$ cat src/rtl/ram_access_ctrl.sv
// ram_access_ctrl: single master of the 4x8 register-file RAM port.
// Sequences single and burst READ / WRITE / FILL / READ_BURST commands taken
// from a valid/ready command channel. Read data goes back over a valid/ready
// response channel that honours backpressure.
// Optional feature macro: RAM_CTRL_WR_ACK_EN. When it is defined, every
// WRITE/FILL ends with a response that carries the number of words written.
module ram_access_ctrl #(
    parameter int DATA_W = 8,
    parameter int ADRS_W = 2
) (
    input  logic              clk,
    input  logic              rst,
    input  logic              cmd_valid,
    output logic              cmd_ready,
    input  logic [1:0]        cmd_op,
    input  logic [ADRS_W-1:0] cmd_adrs,
    input  logic [ADRS_W-1:0] cmd_len,
    input  logic [DATA_W-1:0] cmd_data,
    output logic              rsp_valid,
    input  logic              rsp_ready,
    output logic [DATA_W-1:0] rsp_data,
    output logic              busy,
    output logic [ADRS_W-1:0] mem_adrs,
    output logic [DATA_W-1:0] mem_wdata,
    input  logic [DATA_W-1:0] mem_rdata,
    output logic              mem_rd,
    output logic              mem_wr
);

    localparam logic [1:0] OP_WRITE = 2'b01;
    localparam logic [1:0] OP_FILL  = 2'b10;

    typedef enum logic [1:0] {
        S_IDLE,
        S_WR,
        S_RD,
        S_RSP
    } state_t;

    state_t              state_q, state_d;
    logic [ADRS_W-1:0]   adrs_q, adrs_d;
    logic [ADRS_W-1:0]   cnt_q, cnt_d;
    logic [DATA_W-1:0]   wdata_q, wdata_d;
    logic                rsp_valid_q, rsp_valid_d;
    logic [DATA_W-1:0]   rsp_data_q, rsp_data_d;
`ifdef RAM_CTRL_WR_ACK_EN
    // Original burst length. It is kept so the write acknowledge can report the word count.
    logic [ADRS_W-1:0]   len_q, len_d;
`endif

    // State and datapath registers; the asynchronous reset clears everything so that no partial burst survives.
    always_ff @(posedge clk or negedge rst) begin
        if (!rst) begin
            state_q     <= S_IDLE;
            adrs_q      <= '0;
            cnt_q       <= '0;
            wdata_q     <= '0;
            rsp_valid_q <= 1'b0;
            rsp_data_q  <= '0;
`ifdef RAM_CTRL_WR_ACK_EN
            len_q       <= '0;
`endif
        end else begin
            state_q     <= state_d;
            adrs_q      <= adrs_d;
            cnt_q       <= cnt_d;
            wdata_q     <= wdata_d;
            rsp_valid_q <= rsp_valid_d;
            rsp_data_q  <= rsp_data_d;
`ifdef RAM_CTRL_WR_ACK_EN
            len_q       <= len_d;
`endif
        end
    end

    // Next-state logic: latches commands, walks the bursts and runs the response handshake.
    always_comb begin
        state_d     = state_q;
        adrs_d      = adrs_q;
        cnt_d       = cnt_q;
        wdata_d     = wdata_q;
        rsp_valid_d = rsp_valid_q;
        rsp_data_d  = rsp_data_q;
`ifdef RAM_CTRL_WR_ACK_EN
        len_d       = len_q;
`endif
        case (state_q)
            S_IDLE: begin
                if (cmd_valid) begin
                    adrs_d = cmd_adrs;
                    // Only FILL and READ_BURST (op[1] set) use the length field.
                    cnt_d  = cmd_op[1] ? cmd_len : '0;
`ifdef RAM_CTRL_WR_ACK_EN
                    len_d  = cmd_op[1] ? cmd_len : '0;
`endif
                    if (cmd_op == OP_WRITE || cmd_op == OP_FILL) begin
                        // Write data is captured only for writes, so mem_wdata keeps its old value across reads.
                        wdata_d = cmd_data;
                        state_d = S_WR;
                    end else begin
                        state_d = S_RD;
                    end
                end
            end
            S_WR: begin
                if (cnt_q == '0) begin
`ifdef RAM_CTRL_WR_ACK_EN
                    rsp_valid_d = 1'b1;
                    rsp_data_d  = DATA_W'(len_q) + DATA_W'(1);
                    state_d     = S_RSP;
`else
                    state_d     = S_IDLE;
`endif
                end else begin
                    adrs_d = adrs_q + ADRS_W'(1);
                    cnt_d  = cnt_q - ADRS_W'(1);
                end
            end
            S_RD: begin
                rsp_data_d  = mem_rdata;
                rsp_valid_d = 1'b1;
                state_d     = S_RSP;
            end
            S_RSP: begin
                if (rsp_ready) begin
                    rsp_valid_d = 1'b0;
                    // A write acknowledge always arrives with cnt_q == 0, so it returns to IDLE here too.
                    if (cnt_q == '0) begin
                        state_d = S_IDLE;
                    end else begin
                        adrs_d  = adrs_q + ADRS_W'(1);
                        cnt_d   = cnt_q - ADRS_W'(1);
                        state_d = S_RD;
                    end
                end
            end
            default: state_d = S_IDLE;
        endcase
    end

    // The RAM strobes and handshake outputs are decoded from registers only.
    assign mem_wr    = (state_q == S_WR);
    assign mem_rd    = (state_q == S_RD);
    assign mem_adrs  = adrs_q;
    assign mem_wdata = wdata_q;
    assign cmd_ready = (state_q == S_IDLE);
    assign busy      = (state_q != S_IDLE);
    assign rsp_valid = rsp_valid_q;
    assign rsp_data  = rsp_data_q;

endmodule

$ cat config.mk
export PLATFORM = sky130hd
export DESIGN_NAME = ram_access_ctrl
export DESIGN_NICKNAME = d
export VERILOG_FILES = /design/src/rtl/ram_access_ctrl.sv
export SDC_FILE = /design/constraint.sdc
export NUM_CORES = 1
export LEC_CHECK = 0
export BUFFER_PORTS_ARGS = -buffer_cell sky130_fd_sc_hd__buf_2
export CORE_UTILIZATION = 49
export DETAILED_ROUTE_END_ITERATION = 10
export PLACE_DENSITY = 0.83
export SLEW_MARGIN = 20
export SYNTH_ARGS = -nofsm -noshare
export SYNTH_HDL_FRONTEND = slang
export SYNTH_SLANG_ARGS = --single-unit
$ cat constraint.sdc
create_clock -name clk -period 3.62 [get_ports clk]
set_clock_uncertainty 0.15 [all_clocks]
set_input_delay 0.181 -clock clk [delete_from_list [all_inputs] [get_ports clk]]
set_output_delay 0.181 -clock clk [all_outputs]
set_load 0.01 [all_outputs]
### Word-level counts from Yosys, hierarchy flattened

Index checks and enable logic that the tools add are counted.

* word-level logic and storage cells: 43
* input bits: 26
* bits in latches: 0
* memory bits (writable): 0
* ROM bits: 0
* memories: 0
* register bits: 23

* equality and inequality tests: 8
* add/subtract/negate cells: 2
* bitwise gates (word level): 0
* multiply operators: 0
* shifts and indexed selects: 0
* reduce and logical (&&, ||, !) cells: 10
* $lt $le $gt $ge: 0
* mux-type cells: 17
* div/mod/pow operators: 0

Operators with widths (count)
* 2-bit two-way mux: 12
* 2-bit case mux with 3 select lines: 2
* 3-bit AND reduction: 3
* 2-bit case mux with 4 select lines: 1
* 2-bit == test (second input constant): 3
* 2-bit by 1-bit == test with 1-bit output (second input constant): 2
* 2-bit logical NOT: 2
* 2-bit != test (second input constant): 2
* 2-bit nonzero test: 2
* 3-bit nonzero test: 1
* 2-bit by 1-bit adder with 2-bit output (second input constant): 1
* 2-bit by 1-bit != test with 1-bit output (second input constant): 1
* 1-bit case mux with 2 select lines: 1
* 2-bit AND reduction: 1
* 2-bit by 1-bit subtractor with 2-bit output (second input constant): 1
* 1-bit logical OR: 1
* 1-bit two-way mux: 1

### Longest topological paths before layout

* depth after elaboration: 5
* mapped depth: 5

### Worst setup path before layout

Ideal clock, no wire load.

* kind: flip-flop to flip-flop
* start: register cnt_q[0]
* end: register cnt_q[0]
* required time: 3.345 ns
* period minus slack after synthesis: 1.524 ns
* buffers on the path: 0
* slack: 2.096 ns
* cell stages (with the launch flop): 6
* arrival time: 1.249 ns
* path through: dfrtp_1 > inv_1 > ha_1 > inv_1 > a32oi_2 > mux2_2

* longest elaborated chain between the ends: 4
* elaborated cells between the ends (all ways): 5
* those cells by class: add/sub: 1; mux: 3; reduce/logical: 1

RTL lines
* from (decl): RTL line 42 `logic [ADRS_W-1:0] cnt_q, cnt_d;`
* from (signal assigned): RTL line 66 `cnt_q <= cnt_d;`
* 2-bit by 1-bit subtractor with 2-bit output / 2-bit logical NOT (equally long branches)
* 2-bit two-way mux *: RTL line 106, 128
* 2-bit two-way mux: RTL line 125 `if (rsp_ready) begin`
* 2-bit case mux with 3 select lines *: RTL line 87 `case (state_q)`

Mark *: on every way between the ends. The rest lies on a longest branch, timed or not. The select of a mux whose other input is x is not followed.
A chain may end at the register's enable or synchronous reset.

### Worst setup path after layout

* start: register state_q[1]
* end: output port mem_rd

* longest elaborated chain between the ends: 1

RTL lines
* from (decl): RTL line 40 `state_t state_q, state_d;`
* from (signal assigned): RTL line 64 `state_q <= state_d;`
* 2-bit == test: RTL line 143 `assign mem_rd = (state_q == S_RD);`
* to (decl): RTL line 26 `output logic mem_rd,`

Every way passes these cells.

==> out/qor.yml <==
outcome: "finished clean"
hold_viol: 0
synth_area_per_cell_um2: 13.86
pwr_density_cell_nw_per_um2: 771.9
mostFrequentLayoutCell: "buf_2"
area_growth_pct: 43.38
startpoint: "state_q[1]$_DFFE_PN0P_"
cts_setup_buffers: 0
min_from: "cmd_adrs[0]"
synthCells: 77
grt_max_degree: 24
critPathKind: "reg -> out"
first_pass_iters: 4
fmax_ghz: 0.4862
crit_arrival_ns: 1.73
fp-row-count: 16
insertion_delay_ns: 0.29
gp_congestion: 0.7643
final-setup-viol-count: 0
yosysTopAreaCellShare_pct: 53.93
syn_nets: 104
crit_fanout: 10
htreeDepth: 1
drt_iter0_markers: 13
tightest_slew_ns: 0.7619
power.leakage_uw: 0.0007730
drive_gt1_share_pct: 51.03
syn-cell-area_um2: 1067
antenna_found_initial: 0
tns_ns: 0
clockBufferDepth: 2
postRouteAntennaNets: 0
r2r_end: "rsp_data[1]$_DFFE_PN0P_"
die_width_um: 48.67
die_height_um: 48.67
irDropWorstVdd_v: 0.0004278
core_area_um2: 2002
ys_async_sr_fraction_pct: 100.0
ys_warn_count: 0
cts.sinks: 23
hp-class: "in -> reg"
wl_per_cell_um: 12.85
cap_viol_max_count: 0
portBuffers: 48
r2r_setup_slack_ns: 1.78
yosys-top-cells-area: "dfrtp_1 (54%), mux2_4 (11%), mux2_2 (11%)"
via_per_inst: 4.860
grt_use_total_pct: 20.18
synth_edf_count: 0
maxSlewHeadroom_pct: 49.10
timing.final.crit_period_ns: 2.057
synth_top_area_cell: "dfrtp_1"
cp-start-kind: "flip-flop"
final_cell_mix: "buf_2 (48), dfrtp_1 (23), dlygate4sd3_1 (17), mux2_2 (10), mux2_4 (8)"
synth_cell_types: 23
num_antenna_cells: 0
synthFlopType: "dfrtp_1"
cts-root-buf: "clkbuf_4"
r2r-start: "state_q[1]$_DFFE_PN0P_"
route.detailed.drc: 0
required_ns: 3.29
vias: 836
rsz0062_at_grt: "no"
drv_slew: 0
ys_ff_latch: 23
endpoint: "mem_rd"
ioPinCount: 49
ys_seq_area_share_pct: 53.93
cts_buffers: 3
drt-total-wl_um: 2210
hold_slack_ns: 0.01719
grt_pass1_vias: 840
grt_pass1_wl_um: 3657
clk_pin_slew_worst_paths_ns: 0.12
dieArea_um2: 2369
endpoint_kind: "output port"
start_util_pct: 53.31
cts_tree: "done"
place_hpwl_um: 1518
ff2ff_path_depth: 2
fin_crit_sh_pct: 56.81
overflow: 0
fin_nets: 173
-- where the power goes --
part | switching, µW | internal [µW] | total [µW]
combinational | 267 | 318 | 584
clock | 70.1 | 42.8 | 113
sequential | 95.0 | 389 | 484
total | 432 | 749 | 1180
-- through the flow --
step	power (µW)	setup slack [ns]	cells	cell area, µm²	util [%]
2_1_floorplan	858.2	2.096	77	1067	-
3_3_place_gp	1032	1.847	151	1334	66.63
3_5_place_dp	1053	1.796	151	1334	66.63
4_1_cts	1177	1.565	172	1530	76.44
5_1_grt	1269	1.442	172	1530	76.44
6_report	1181	1.563	172	1530	76.44
-- cells by family (layout without fill, tap and decap cells) --
kind of cell | Yosys count | after routing | synth area share, %
AND/OR/NAND/NOR | 14 | 14 | 9.145
AO/OA/AOI/OAI | 10 | 10 | 6.801
XOR/XNOR | 1 | 1 | 1.524
flip-flops | 23 | 23 | 53.93
adder cells (fa/ha/maj) | 1 | 1 | 1.172
multiplexers | 21 | 21 | 24.62
buffers and inverters | 7 | 75 | 2.814
-- worst max-delay path, stage by stage (launching register included) --
cell and delay, ns:
dfrtp_1 0.51, nor2b_1 0.66, buf_2 0.26
-- synth_stat cells, types with 2 or more instances --
cell type / instances
o21ai_0: 5
mux2_2: 10
dfrtp_1: 23
inv_1: 6
nand2_1: 5
mux2_4: 8
nand3b_1: 2
mux2i_1: 3
-- how the worst min path moves through the flow --
stage | endpoint | slack [ns] | depth (start not counted)
after global placement | mem_adrs[1]$_DFFE_PN0P_ | 0.02 | 1
after detailed placement | rsp_valid$_DFFE_PN0P_ | 0.03 | 1
final | mem_adrs[0]$_DFFE_PN0P_ | 0.02 | 3
after floorplan | cnt_q[0]$_DFFE_PN0P_ | -0.26 | 0
after CTS | mem_adrs[0]$_DFFE_PN0P_ | 0.02 | 3
after global routing | mem_adrs[0]$_DFFE_PN0P_ | 0.04 | 3
-- sequential cells by signal (all words and copies together) (netlist names) --
register,cells
cnt_q,2
mem_adrs,2
mem_wdata,8
rsp_data,8
rsp_valid,1
state_q,2
-- per-layer routing --
metal	vias up	wire, µm	GRT usage (%)
met1	394	927	24.53
met5	-	0	0
met4	0	42	8.333
met3	4	91	1.887
li1	406	-	-
met2	32	1148	36.34
-- cell type report --
| cell class | count | area, µm² |
|---|---|---|
| Sequential cell | 23 | 575.6 |
| Fill cell | 141 | 471.7 |
| Clock buffer | 4 | 26.28 |
| Inverter | 6 | 22.52 |
| Tap cell | 27 | 33.78 |
| Multi-Input combinational cell | 47 | 461.7 |
| Timing Repair Buffer | 65 | 410.4 |
-- timing repair --
action                                 CTS  global route
endpoints found under the hold margin   39             0
gates resized for setup                  0             0
hold buffers                            17             0
(Power assumes the default switching activity.)
